==> config.mk <==
export PLATFORM = sky130hd
export DESIGN_NAME = pr_free_list_alloc_flat
export DESIGN_NICKNAME = d
export VERILOG_FILES = /design/src/rtl/pr_free_list_alloc_pkg.sv /design/src/rtl/pr_free_list_alloc_if.sv /design/src/rtl/pr_reclaim_picker.sv /design/src/rtl/pr_free_list_alloc.sv /design/src/flat_wrapper.sv
export SDC_FILE = /design/constraint.sdc
export NUM_CORES = 1
export LEC_CHECK = 0
export ABC_AREA = 0
export ABC_CLOCK_PERIOD_IN_PS = 5000
export BUFFER_PORTS_ARGS = -buffer_cell sky130_fd_sc_hd__buf_2
export CORE_MARGIN = 4
export CORE_UTILIZATION = 50
export DETAILED_ROUTE_END_ITERATION = 10
export PLACE_DENSITY = 0.74
export SYNTH_ARGS = -nofsm -noshare
export SYNTH_HDL_FRONTEND = slang
export SYNTH_SLANG_ARGS = --single-unit
==> constraint.sdc <==
create_clock -name clk -period 5 [get_ports clk]
set_input_delay 0.75 -clock clk [delete_from_list [all_inputs] [get_ports clk]]
set_output_delay 0.75 -clock clk [all_outputs]
set_load 0.03 [all_outputs]
==> src/rtl/pr_free_list_alloc_pkg.sv <==
// Shared sizing and index types for the physical-register free list.
// NUM_ARCH_REGS is also used by register_file: PRs below it are never allocatable.
package pr_free_list_alloc_pkg;
  localparam int NUM_PHY_REGS  = 64;
  localparam int NUM_SICS      = 2;
  localparam int NUM_ARCH_REGS = 32;
  localparam int FIFO_DEPTH    = NUM_PHY_REGS - NUM_ARCH_REGS;
  localparam int PR_W          = $clog2(NUM_PHY_REGS);
  localparam int CNT_W         = PR_W + 1;
  localparam int PTR_W         = $clog2(FIFO_DEPTH);
  localparam int SIC_W         = (NUM_SICS > 1) ? $clog2(NUM_SICS) : 1;

  typedef logic [PR_W-1:0]  pr_idx_t;
  typedef logic [CNT_W-1:0] cnt_t;
  typedef logic [PTR_W-1:0] ptr_t;
  typedef logic [SIC_W-1:0] sic_t;
endpackage

==> src/rtl/pr_free_list_alloc_if.sv <==
// Allocation, release and register_file sideband bundle of the PR free list.
// master = SIC/issue side driving requests; slave = the allocator.
interface pr_free_list_alloc_if;
  import pr_free_list_alloc_pkg::*;

  logic [NUM_SICS-1:0]     alloc_req;
  logic [NUM_SICS-1:0]     alloc_gnt;
  pr_idx_t                 alloc_pr [NUM_SICS];
  logic [NUM_SICS-1:0]     rf_alloc_wen;
  pr_idx_t                 rf_alloc_pr [NUM_SICS];
  logic [NUM_SICS-1:0]     free_req;
  pr_idx_t                 free_pr [NUM_SICS];
  logic [NUM_PHY_REGS-1:0] pr_not_idle;
  cnt_t                    free_count;
  cnt_t                    pending_count;

  modport master (
    output alloc_req, free_req, free_pr, pr_not_idle,
    input  alloc_gnt, alloc_pr, rf_alloc_wen, rf_alloc_pr, free_count, pending_count
  );

  modport slave (
    input  alloc_req, free_req, free_pr, pr_not_idle,
    output alloc_gnt, alloc_pr, rf_alloc_wen, rf_alloc_pr, free_count, pending_count
  );
endinterface

==> src/rtl/pr_reclaim_picker.sv <==
// Lowest-index priority encoder over reclaimable PRs; purely combinational.
module pr_reclaim_picker #(
  parameter int N = 64,
  parameter int W = 6
) (
  input  logic [N-1:0] cand,
  output logic         vld,
  output logic [W-1:0] idx
);
  always_comb begin
    vld = 1'b0;
    idx = '0;
    for (int i = N - 1; i >= 0; i--) begin
      if (cand[i]) begin
        vld = 1'b1;
        idx = i[W-1:0];
      end
    end
  end
endmodule

==> src/rtl/pr_free_list_alloc.sv <==
// PR free list: zero-latency round-robin grants from a circular FIFO, one reclaim per cycle
// once register_file reports a released PR idle. Denied requesters hold req; rr_ptr moves to them.
module pr_free_list_alloc
  import pr_free_list_alloc_pkg::*;
(
  input logic               clk,
  input logic               rst_n,
  pr_free_list_alloc_if.slave bus
);
  pr_idx_t                 fifo_mem [FIFO_DEPTH];
  ptr_t                    head, tail;
  cnt_t                    free_cnt, pend_cnt, n_gnt, n_free;
  logic [NUM_PHY_REGS-1:0] pending, in_fifo;
  sic_t                    rr_ptr, deny_idx;
  logic                    deny_vld, push, chk_armed;
  pr_idx_t                 push_pr;
  logic [NUM_SICS-1:0]     gnt, free_ok;
  pr_idx_t                 gnt_pr [NUM_SICS];

  // Gated by rst_n so no grant escapes while reset is asserted.
  always_comb begin : grant
    int unsigned tmp;
    sic_t        s;
    tmp      = 0;
    s        = '0;
    n_gnt    = '0;
    gnt      = '0;
    deny_vld = 1'b0;
    deny_idx = '0;
    for (int k = 0; k < NUM_SICS; k++) gnt_pr[k] = '0;
    for (int k = 0; k < NUM_SICS; k++) begin
      tmp = int'(rr_ptr) + k;
      s   = sic_t'(tmp % NUM_SICS);
      if (bus.alloc_req[s] && rst_n) begin
        if (n_gnt < free_cnt) begin
          gnt[s]    = 1'b1;
          gnt_pr[s] = fifo_mem[head + ptr_t'(n_gnt)];
          n_gnt     = n_gnt + cnt_t'(1);
        end else if (!deny_vld) begin
          deny_vld = 1'b1;
          deny_idx = s;
        end
      end
    end
  end

  // Illegal releases are dropped; a same-cycle duplicate keeps only the lower port.
  always_comb begin : free_check
    free_ok = '0;
    n_free  = '0;
    for (int s = 0; s < NUM_SICS; s++) begin
      free_ok[s] = bus.free_req[s] && (bus.free_pr[s] >= pr_idx_t'(NUM_ARCH_REGS)) &&
                   !pending[bus.free_pr[s]] && !in_fifo[bus.free_pr[s]];
      for (int t = 0; t < s; t++) begin
        if (bus.free_req[t] && bus.free_pr[t] == bus.free_pr[s]) free_ok[s] = 1'b0;
      end
      n_free = n_free + cnt_t'(free_ok[s]);
    end
  end

  pr_reclaim_picker #(.N(NUM_PHY_REGS), .W(PR_W)) u_reclaim_picker (
    .cand (pending & ~bus.pr_not_idle),
    .vld  (push),
    .idx  (push_pr)
  );

  always_ff @(posedge clk or negedge rst_n) begin
    if (!rst_n) begin
      for (int i = 0; i < FIFO_DEPTH; i++) fifo_mem[i] <= pr_idx_t'(NUM_ARCH_REGS + i);
      head      <= '0;
      tail      <= '0;
      free_cnt  <= cnt_t'(FIFO_DEPTH);
      pend_cnt  <= '0;
      pending   <= '0;
      in_fifo   <= {{FIFO_DEPTH{1'b1}}, {NUM_ARCH_REGS{1'b0}}};
      rr_ptr    <= '0;
      chk_armed <= 1'b0;
    end else begin
      chk_armed <= 1'b1;
      head      <= head + ptr_t'(n_gnt);
      free_cnt  <= free_cnt - n_gnt + cnt_t'(push);
      pend_cnt  <= pend_cnt + n_free - cnt_t'(push);
      if (deny_vld) rr_ptr <= deny_idx;
      for (int s = 0; s < NUM_SICS; s++) begin
        if (gnt[s]) in_fifo[gnt_pr[s]] <= 1'b0;
      end
      if (push) begin
        fifo_mem[tail]   <= push_pr;
        tail             <= tail + ptr_t'(1);
        in_fifo[push_pr] <= 1'b1;
        pending[push_pr] <= 1'b0;
      end
      for (int s = 0; s < NUM_SICS; s++) begin
        if (free_ok[s]) pending[bus.free_pr[s]] <= 1'b1;
      end
    end
  end

  assign bus.alloc_gnt     = gnt;
  assign bus.rf_alloc_wen  = gnt;
  assign bus.free_count    = free_cnt;
  assign bus.pending_count = pend_cnt;
  for (genvar g = 0; g < NUM_SICS; g++) begin : g_out
    assign bus.alloc_pr[g]    = gnt_pr[g];
    assign bus.rf_alloc_pr[g] = gnt_pr[g];
  end

  always @(posedge clk) begin
    if (rst_n) begin
      for (int s = 0; s < NUM_SICS; s++) begin
        assert (!bus.free_req[s] || free_ok[s])
          else $fatal(1, "FAIL illegal release port %0d pr %0d", s, bus.free_pr[s]);
      end
      assert (!(push && (free_cnt - n_gnt) == cnt_t'(FIFO_DEPTH)))
        else $fatal(1, "FAIL free list overflow");
    end
    if (rst_n && chk_armed) begin
      assert (!$isunknown(bus.alloc_req) && !$isunknown(bus.free_req))
        else $fatal(1, "FAIL unknown value on alloc_req/free_req");
      for (int s = 0; s < NUM_SICS; s++) begin
        assert (!bus.free_req[s] || !$isunknown(bus.free_pr[s]))
          else $fatal(1, "FAIL unknown free_pr on port %0d", s);
      end
    end
  end
endmodule

==> src/flat_wrapper.sv <==
// flat-port wrapper written by rule: the top's interface ports become plain ports
module pr_free_list_alloc_flat import pr_free_list_alloc_pkg::*;
  (clk, rst_n, bus_alloc_req, bus_free_req, bus_free_pr, bus_pr_not_idle, bus_alloc_gnt, bus_alloc_pr, bus_rf_alloc_wen, bus_rf_alloc_pr, bus_free_count, bus_pending_count);
  pr_free_list_alloc_if bus_i ();
  input logic clk;
  input logic rst_n;
  input wire logic [$bits(bus_i.alloc_req)-1:0] bus_alloc_req;
  input wire logic [$bits(bus_i.free_req)-1:0] bus_free_req;
  input wire logic [$bits(bus_i.free_pr)-1:0] bus_free_pr;
  input wire logic [$bits(bus_i.pr_not_idle)-1:0] bus_pr_not_idle;
  output wire logic [$bits(bus_i.alloc_gnt)-1:0] bus_alloc_gnt;
  output wire logic [$bits(bus_i.alloc_pr)-1:0] bus_alloc_pr;
  output wire logic [$bits(bus_i.rf_alloc_wen)-1:0] bus_rf_alloc_wen;
  output wire logic [$bits(bus_i.rf_alloc_pr)-1:0] bus_rf_alloc_pr;
  output wire logic [$bits(bus_i.free_count)-1:0] bus_free_count;
  output wire logic [$bits(bus_i.pending_count)-1:0] bus_pending_count;
  assign bus_i.alloc_req = bus_alloc_req;
  assign bus_i.free_req = bus_free_req;
  assign bus_i.free_pr = {>>{bus_free_pr}};
  assign bus_i.pr_not_idle = bus_pr_not_idle;
  assign bus_alloc_gnt = bus_i.alloc_gnt;
  assign bus_alloc_pr = {>>{bus_i.alloc_pr}};
  assign bus_rf_alloc_wen = bus_i.rf_alloc_wen;
  assign bus_rf_alloc_pr = {>>{bus_i.rf_alloc_pr}};
  assign bus_free_count = bus_i.free_count;
  assign bus_pending_count = bus_i.pending_count;
  pr_free_list_alloc u_core (.clk(clk), .rst_n(rst_n), .bus(bus_i));
endmodule
After elaboration in Yosys (flattened, before gate mapping)
Index checks and enable logic that the tools add are counted.
Widths: inputs -> output; s select.
{"block": "classes", "add_sub_neg": 10, "multipliers": 0, "div_mod_pow": 0, "order_cmp": 26, "eq_ne": 1, "shift": 0, "muxes": 196, "n_bitwise": 18, "reduce_logical": 23}
{"operator": "$mux 6", "count": 71}
{"operator": "$mux 64", "count": 6}
{"operator": "$and 64x64->64", "count": 4}
{"operator": "$not 64->64", "count": 4}
{"operator": "$bwmux 192", "count": 1}
{"operator": "$or 64x64->64", "count": 3}
{"operator": "$mux 1", "count": 91}
{"operator": "$bmux 6 s5", "count": 2}
{"operator": "$mux 12", "count": 4}
{"operator": "$lt 6x7->1 const B", "count": 5}
{"operator": "$demux 1 s6", "count": 5}
{"operator": "$demux 6 s5", "count": 1}
{"operator": "$ge 6x1->1 const B", "count": 5}
{"operator": "$ge 6x6->1 const B", "count": 5}
{"operator": "$bmux 1 s6", "count": 4}
{"operator": "$logic_and 1x1->1", "count": 19}
{"operator": "$not 5->6", "count": 3}
{"operator": "$mux 7", "count": 2}
{"operator": "$and 12x12->12", "count": 1}
{"operator": "$bwmux 12", "count": 1}
{"operator": "$demux 6 s1", "count": 2}
{"operator": "$mux 2", "count": 4}
{"operator": "$add 7x1->7", "count": 1}
{"operator": "$add 7x7->7", "count": 1}
{"operator": "other kinds (20)", "count": 29}
{"block": "word_totals", "register_bits": 345, "latch_bits": 0, "mem_bits_rw": 0, "mem_bits_ro": 0, "output_inout_bits": 42, "word_cells": 313, "memories": 0}

Logic depth before layout (Yosys ltp)
Gate-level depths: netlist (run 1).
{"block": "logic_depth", "depth_word": 77, "depth_mapped": 19}

Modules after synthesis
From an unflattened synthesis (run 1), not the netlist that was laid out.
{"block": "unflattened", "hier_cells": 1810, "hier_area_um2": 19361.1}
{"module": "pr_free_list_alloc", "n_inst": 1, "cells_per_inst": 1670, "area_per_inst_um2": 18597.8, "seq_area_each_um2": 8013.9}
{"module": "pr_reclaim_picker", "n_inst": 1, "cells_per_inst": 140, "area_per_inst_um2": 763.2, "seq_area_each_um2": 0.0}

Worst setup path before layout (run 1)
No wires, ideal clock.
{"block": "synth_timing", "path_kind": "flip-flop to output port", "from": "register u_core.free_cnt[5] (netlist: u_core.bus.free_count[5])", "to": "output bus_rf_alloc_pr[8]", "t_arrival_ns": 4.527, "required_ns": 4.250, "path_slack_ns": -0.277, "stages_incl_launch_ff": 18, "path_buffers": 6, "cell_sequence": "dfstp_2 -> inv_1 -> ha_1 -> and4bb_2 -> a211oi_1 -> ha_1 -> ha_1 -> buf_2 -> buf_1 -> mux4_2 -> mux4_2 -> mux2i_1 -> o22a_1 -> buf_2 -> inv_2 -> buf_2 -> buf_1 -> buf_4"}
{"block": "synth_via", "elab_chain_len": 11, "elab_cells_between_ends": 14, "cone_classes": "1 x add/sub; 2 x order compare; 10 x mux; 1 x bitwise"}
{"element": "start, declared", "line": "pr_free_list_alloc.sv:12", "rtl": "cnt_t free_cnt, pend_cnt, n_gnt, n_free;"}
{"element": "start signal, assigned", "line": "pr_free_list_alloc.sv:72", "rtl": "free_cnt <= cnt_t'(FIFO_DEPTH);"}
{"element": "start signal, assigned", "line": "pr_free_list_alloc.sv:81", "rtl": "free_cnt <= free_cnt - n_gnt + cnt_t'(push);"}
{"element": "$lt 1x7->1", "line": "pr_free_list_alloc.sv:35", "rtl": "if (n_gnt < free_cnt) begin"}
{"element": "$mux 1", "line": "pr_free_list_alloc.sv:35"}
{"element": "$mux 1", "line": "pr_free_list_alloc.sv:34", "rtl": "if (bus.alloc_req[s] && rst_n) begin"}
{"element": "$add 5x1->5", "line": "pr_free_list_alloc.sv:37", "rtl": "gnt_pr[s] = fifo_mem[head + ptr_t'(n_gnt)];"}
{"element": "$not 5->6 (implied by the code)", "line": "pr_free_list_alloc.sv:37"}
{"element": "$bmux 6 s5", "line": "pr_free_list_alloc.sv:37"}
{"element": "$mux 6 (implied by the code) (2 in a row)", "line": "pr_free_list_alloc.sv:37"}
{"element": "$bwmux 12", "line": "pr_free_list_alloc.sv:37"}
{"element": "$mux 12", "line": "pr_free_list_alloc.sv:35"}
{"element": "$mux 12 (*)", "line": "pr_free_list_alloc.sv:34"}
{"element": "end, declared", "line": "flat_wrapper.sv:14", "rtl": "output wire logic [$bits(bus_i.rf_alloc_pr)-1:0] bus_rf_alloc_pr;"}
Every way passes the cells marked *; elsewhere a longest branch is shown, timed or not. The select of a mux whose other input is x is not followed.

Final worst setup path (run 1)
{"block": "layout_timing", "from": "register u_core.free_cnt[5] (netlist: u_core.bus.free_count[5])", "to": "output bus_alloc_pr[2]"}
{"block": "layout_via", "elab_chain_len": 11, "elab_cells_between_ends": 14, "cone_classes": "1 x add/sub; 2 x order compare; 10 x mux; 1 x bitwise"}
{"element": "$lt 1x7->1", "line": "pr_free_list_alloc.sv:35"}
{"element": "$mux 1", "line": "pr_free_list_alloc.sv:35"}
{"element": "$mux 1", "line": "pr_free_list_alloc.sv:34"}
{"element": "$add 5x1->5", "line": "pr_free_list_alloc.sv:37"}
{"element": "$not 5->6 (implied by the code)", "line": "pr_free_list_alloc.sv:37"}
{"element": "$bmux 6 s5", "line": "pr_free_list_alloc.sv:37"}
{"element": "$mux 6 (implied by the code) (2 in a row)", "line": "pr_free_list_alloc.sv:37"}
{"element": "$bwmux 12", "line": "pr_free_list_alloc.sv:37"}
{"element": "$mux 12", "line": "pr_free_list_alloc.sv:35"}
{"element": "$mux 12 (*)", "line": "pr_free_list_alloc.sv:34"}
{"element": "end, declared", "line": "flat_wrapper.sv:12", "rtl": "output wire logic [$bits(bus_i.alloc_pr)-1:0] bus_alloc_pr;"}
Marked as above.

==> flow_metrics.env, run 1 <==
export IMPL_die_x_um=209
export IMPL_insertion_delay_ps=550
export IMPL_port_buffers=123
export IMPL_wl_met2_um=33100
export IMPL_final_cell_mix="mux2_2, dfrtp_1, dfstp_2"
export IMPL_worst_pin_slew_ps=1080
export IMPL_p_leak_nw=9.48
export IMPL_ys_types=102
export IMPL_endpoint_kind="output pin"
export IMPL_swShare_pct=44.7
export IMPL_synth_warnings=0
export IMPL_synth_edf_count=0
export IMPL_worstReg2RegStart="u_core.bus.free_count[5]"
export IMPL_p_int_mw=9.65
export IMPL_avgSynthCellArea_um2=11.1
export IMPL_crit_fanout=12
export IMPL_wl_per_cell_um=28.0
export IMPL_met1Wirelength_um=27100
export IMPL_gp_congestion=1.03
export IMPL_clock_fmax_mhz=201
export IMPL_dp_cells=2397
export IMPL_post_route_min_period_ps=4960
export IMPL_hold_slack_ps=355
export IMPL_synth_area_mm2=0.0202
export IMPL_num_nets_final=2039
export IMPL_cts_made_buffers=37
export IMPL_ys_async_sr_fraction_pct=100
export IMPL_dpl_hpwl_um=50600
export IMPL_rsz0062_at_grt="true"
export IMPL_timing_final_crit_share_pct=99.3
export IMPL_final_util_pct=57.9
export IMPL_fillCellCount=3246
export IMPL_ios=124
export IMPL_ys_ff_latch=321
export IMPL_cts_max_path_buffers=3
export IMPL_hold_violations=0
export IMPL_core_mm2=0.0399
export IMPL_vias_per_cell=6.74
export IMPL_switchingPower_mw=7.81
export IMPL_maxCapViolCount=0
export IMPL_area_growth_pct=14.1
export IMPL_clk_pin_slew_ps=50
export IMPL_ys_flop_type="dfrtp_1"
export IMPL_first_global_vias=17000
export IMPL_vias=16700
export IMPL_antennaDiodeCount=0
export IMPL_p_total_mw=17.5
export IMPL_grt_pass1_wl_um=105000
export IMPL_clock_sinks=321
export IMPL_cts_max_level=2
export IMPL_wl_um=69500
export IMPL_fin_skew_ps=23.0
export IMPL_hold_class="input pin to asynchronous set/reset pin"
export IMPL_tritoncts="yes"
export IMPL_route_detailed_drc=0
export IMPL_synthCells=1817
export IMPL_crit_start="u_core.bus.free_count[5]"
export IMPL_grt_antenna_before_repair=1
export IMPL_slew_viol_final=0
export IMPL_pwr_share_seq_pct=30.0
export IMPL_p_comb_share_pct=53.8
export IMPL_finalNonFillerCells=2479
export IMPL_ir_drop_mv=0.423
export IMPL_criticalPathCategory="flop to output pin"
export IMPL_start_util_pct=50.7
export IMPL_syn_nets=1930
export IMPL_routed_wl_met3_um=5690
export IMPL_root_buffer="clkbuf_16"
export IMPL_top_layer="met4"
export IMPL_drt_iter0_markers=1887
export IMPL_first_pass_iters=7
export IMPL_tns_ps=0
export IMPL_area_sequential_mm2=0.00822
export IMPL_ctsHoldBuffers=0
export IMPL_setup_violations=0
export IMPL_cp_arrival_ps=4210
export IMPL_grt_use_total_pct=30.8
export IMPL_final_common_cell="mux2_2"
export IMPL_seq_area_frac_synth_pct=40.6
export IMPL_setup_worst_path_start_class="flop"
export IMPL_power_density_mw_per_mm2=756
export IMPL_die_y_um=209
export IMPL_dieArea_mm2=0.0438
export IMPL_status="complete, no violations"
export IMPL_fp_row_count=73
export IMPL_gr_total_overflow=0
export IMPL_drive_gt1_share_pct=40.0
export IMPL_clockPowerShare_pct=16.2
export IMPL_multiInputGateArea_mm2=0.0113
export IMPL_slew_limit_headroom_pct=28.0
export IMPL_grt_max_degree=174
export IMPL_antenna_left=0
export IMPL_worstPathRequired_ps=4250
metrics by stage:
step                      setup WS (ps)  area [µm²]
after detailed placement           31.2       21500
after floorplan                    47.5       20200
after global routing              -19.8       23100
final                              37.2       23100
after global placement              206       21500
after CTS                         -4.70       22900
layout make-up:
type	count	area share, %
multi-input combinational	1296	48.8
timing repair buffer	201	6.06
inverter	68	1.18
tap	525	2.84
clock buffer	55	4.83
sequential	321	35.6
timing repair inverter	1	0.0163
clock inverter	12	0.683
power groups by stage:
stage / clock network (mW) / registers, mW / logic (mW)
6_report: 2.83 / 5.23 / 9.40
5_1_grt: 2.98 / 5.28 / 9.95
4_1_cts: 2.87 / 5.15 / 9.14
3_5_place_dp: 0 / 5.18 / 8.88
3_3_place_gp: 0 / 5.11 / 8.67
2_1_floorplan: 0 / 4.63 / 6.34
cell usage after synthesis (22+ instances only):
| master | n | area [µm²] |
|---|---|---|
| dfstp_2 | 145 | 3810 |
| mux2_2 | 203 | 2290 |
| nand3_1 | 58 | 290 |
| mux4_2 | 97 | 2180 |
| a21oi_1 | 36 | 180 |
| nor2_1 | 129 | 484 |
| ha_1 | 28 | 350 |
| inv_1 | 60 | 225 |
| nand2b_1 | 45 | 282 |
| mux2i_1 | 31 | 310 |
| o21ai_0 | 43 | 215 |
| nor3_1 | 22 | 110 |
| clkbuf_1 | 74 | 278 |
| nand2_1 | 89 | 334 |
| nand4_1 | 42 | 263 |
| nor2b_1 | 54 | 338 |
| dfrtp_1 | 176 | 4400 |
critical path, cell delays in order, from the launching register on:
cell and delay (ps):
dfstp_2 540, inv_2 50, ha_4 150, and4bb_2 250, a211oi_4 330, ha_4 320, clkbuf_16 220, mux4_2 490
mux4_2 520, mux2i_2 220, or2_4 170, and2_4 180, inv_8 70, buf_6 140
logic make-up after synthesis:
family / after synthesis / share of synthesized area [%]
XOR/XNOR: 25 / 1.30
adder cells (fa/ha/maj): 31 / 2.03
multiplexers: 332 / 23.7
AO/OA/AOI/OAI: 334 / 12.5
flip-flops: 321 / 40.6
buffers and inverters: 200 / 4.54
AND/OR/NAND/NOR: 574 / 15.3
routing by layer:
layer	vias to the layer above	global-route usage, %
li1	7073	-
met1	8507	40.4
met2	935	50.0
met3	202	5.89
met4	0	14.0
met5	-	0
registers in the layout (all words and copies together) (netlist names):
register,cells
u_core.fifo_mem,192
u_core.pending,64
u_core.in_fifo,40
u_core.bus.free_count,7
u_core.bus.pending_count,7
u_core.head,5
u_core.tail,5
u_core.rr_ptr,1
path summary, 6_finish.rpt:
kind / depth (start not counted) / end / slack, ps
max: 13 / bus_alloc_pr[2] / 40
min reg2reg: 1 / u_core.pending[0] / 480
max in group asynchronous: 3 / u_core.fifo_mem[75] / 2930
min in group clk: 2 / u_core.pending[0] / 440
min: 2 / u_core.pending[3] / 350
max reg2reg: 13 / u_core.in_fifo[36] / 510
what timing repair did:
| action | 4_1_cts | 5_1_grt |
|---|---|---|
| resized for setup | 29 | 29 |
| endpoints found under the setup margin | 24 | 24 |
| cloned | 2 | 2 |
| buffers inserted | 5 | 7 |
| pin swaps | 4 | 6 |
No activity file was read; power rests on OpenSTA's default activity.
==> inputs of run 2 (changes only) <==
CORE_ASPECT_RATIO = 2   (was unset)
==> run 2 against run 1 <==
The run now ends with negative setup slack left; worst setup slack lost 84 ps; first-iteration DRC count shrank 20%; final cell count increased by 2.5%; die area grew 0.45%; power up 4.7%; global-route usage rose by 5.6 points; core utilization up 0.97 points; sequential share of layout area decreased by 0.73 points.
==> flow_metrics.env, run 2 (same netlist as run 1, synthesis figures left out) <==
export IMPL_grt_antenna_before_repair=3
export IMPL_antenna_left=0
export IMPL_clock_fmax_mhz=198
export IMPL_cts_max_path_buffers=3
export IMPL_first_pass_iters=7
export IMPL_post_route_min_period_ps=5050
export IMPL_maxCapViolCount=0
export IMPL_core_mm2=0.0401
export IMPL_drt_iter0_markers=1505
export IMPL_cp_slowest_cell="mux4_2"
export IMPL_tritoncts="yes"
export IMPL_tns_ps=-289
export IMPL_gr_total_overflow=0
export IMPL_root_buffer="clkbuf_16"
export IMPL_timing_final_crit_share_pct=101
export IMPL_grt_use_total_pct=36.4
export IMPL_grtUsageMet1_pct=35.8
export IMPL_fin_skew_ps=13.8
export IMPL_insertion_delay_ps=590
export IMPL_reg2reg_slack_ps=200
export IMPL_vias_per_cell=6.82
export IMPL_final_common_cell="mux2_2"
export IMPL_grt_max_degree=177
export IMPL_port_buffers=123
export IMPL_grt_pass1_wl_um=117000
export IMPL_violations="negative setup slack"
export IMPL_endpoint_kind="output pin"
export IMPL_hold_slack_ps=401
export IMPL_start_util_pct=50.5
export IMPL_slew_viol_final=0
export IMPL_cts_made_buffers=30
export IMPL_final_cell_mix="mux2_2, dfrtp_1, dfstp_2"
export IMPL_hold_class="input pin to flop"
export IMPL_wl_um=80500
export IMPL_drive_gt1_share_pct=41.8
export IMPL_setup_violations=12
export IMPL_clock_sinks=321
export IMPL_cp_num_buf_inv=5
export IMPL_status="finished, violations left"
export IMPL_die_y_um=293
export IMPL_vias=17300
export IMPL_largest_register="u_core.fifo_mem"
export IMPL_power_density_mw_per_mm2=776
export IMPL_crit_family="multiplexers"
export IMPL_crit_fanout=7
export IMPL_worst_pin_slew_ps=1450
export IMPL_fp_row_count=104
export IMPL_ir_drop_mv=0.541
export IMPL_dpl_hpwl_um=58400
export IMPL_worstPathRequired_ps=4250
export IMPL_rsz0062_at_grt="true"
export IMPL_grt_busiest_layer="met2"
export IMPL_hold_violations=0
export IMPL_grt_use_met2_pct=61.6
export IMPL_gp_congestion=1.07
export IMPL_dp_slack_ps=195
export IMPL_area_growth_pct=16.5
export IMPL_slew_limit_headroom_pct=2.92
export IMPL_top_regs="u_core.fifo_mem x192, u_core.pending x64, u_core.in_fifo x40"
export IMPL_largest_reg_flops=192
export IMPL_die_x_um=150
export IMPL_grtUsageMet3_pct=7.32
export IMPL_cp_arrival_ps=4300
export IMPL_setup_ws_ps=-46.9
export IMPL_num_nets_final=2097
export IMPL_wl_per_cell_um=31.7
export IMPL_dieArea_mm2=0.0440
export IMPL_path_cells="inv_2, ha_4, and4bb_2, a211oi_4, ha_4, buf_12, buf_16, mux4_2, mux4_2, mux2i_4, o22a_4, inv_8, buf_8"
export IMPL_setup_worst_path_start_class="flop"
export IMPL_p_total_mw=18.3
export IMPL_p_leak_nw=9.72
export IMPL_clk_pin_slew_ps=70
export IMPL_ios=124
export IMPL_first_global_vias=18300
export IMPL_criticalPathCategory="flop to output pin"
export IMPL_cts_max_level=1
export IMPL_cp_slowest_stage_delay_ps=620
export IMPL_route_detailed_drc=0
export IMPL_fillCellCount=3370
run 2: changes by cell type in the layout (fill, tap and decap cells not counted), moves of 4 or more:
cell and change:
clkbuf_1 -5, buf_2 -10, clkbuf_8 -4, clkbuf_16 -6, buf_4 +53, buf_6 +14
run 2: repair_timing:
item,CTS,global route
pin swaps,7,10
hold buffers,1,0
hold endpoints to repair,7,0
buffers inserted,20,22
resized for setup,65,34
setup endpoints to repair,24,24
gates cloned,3,1
run 2: area by class of cell:
class	instances	area [µm²]	area share, %
flip-flops and latches	321	8220	34.9
diodes	2	5.00	0.0212
repair buffers	267	2060	8.72
well taps	530	663	2.81
inverters	68	280	1.19
multi-input cells	1296	11300	47.9
clock inverters	15	141	0.600
clock buffers	41	917	3.89
run 2: worst paths after layout:
check	start	to	depth (start not counted)
min reg2reg	u_core.pending[27]	u_core.pending[27]	1
max in group asynchronous	rst_n	u_core.fifo_mem[38]	5
max	u_core.bus.free_count[5]	bus_rf_alloc_pr[5]	13
min	bus_pr_not_idle[0]	u_core.pending[0]	2
min in group asynchronous	rst_n	u_core.fifo_mem[189]	2
max reg2reg	u_core.bus.free_count[5]	u_core.in_fifo[16]	17
run 2: metrics by stage:
stage / instance area (µm²) / utilization (%) / cells
global route: 23600 / 58.8 / 2538
finish: 23600 / 58.8 / 2540
CTS: 23300 / 58.2 / 2517
detailed placement: 21700 / 54.3 / 2437
global placement: 21700 / 54.3 / 2437
floorplan: 20200 / - / 1817
run 2: layer usage:
metal | part of all wire, % | up-vias | wire [µm]
met5 | 0 | - | 0
met1 | 31 | 8600 | 24600
met2 | 50 | 1057 | 39900
li1 | - | 7184 | -
met4 | 13 | 0 | 10300
met3 | 7.1 | 477 | 5700
run 2: where the power goes:
part	internal (mW)	switching, mW
registers	4.00	1.17
clock network	1.39	1.08
logic	4.38	6.27
total	9.77	8.52
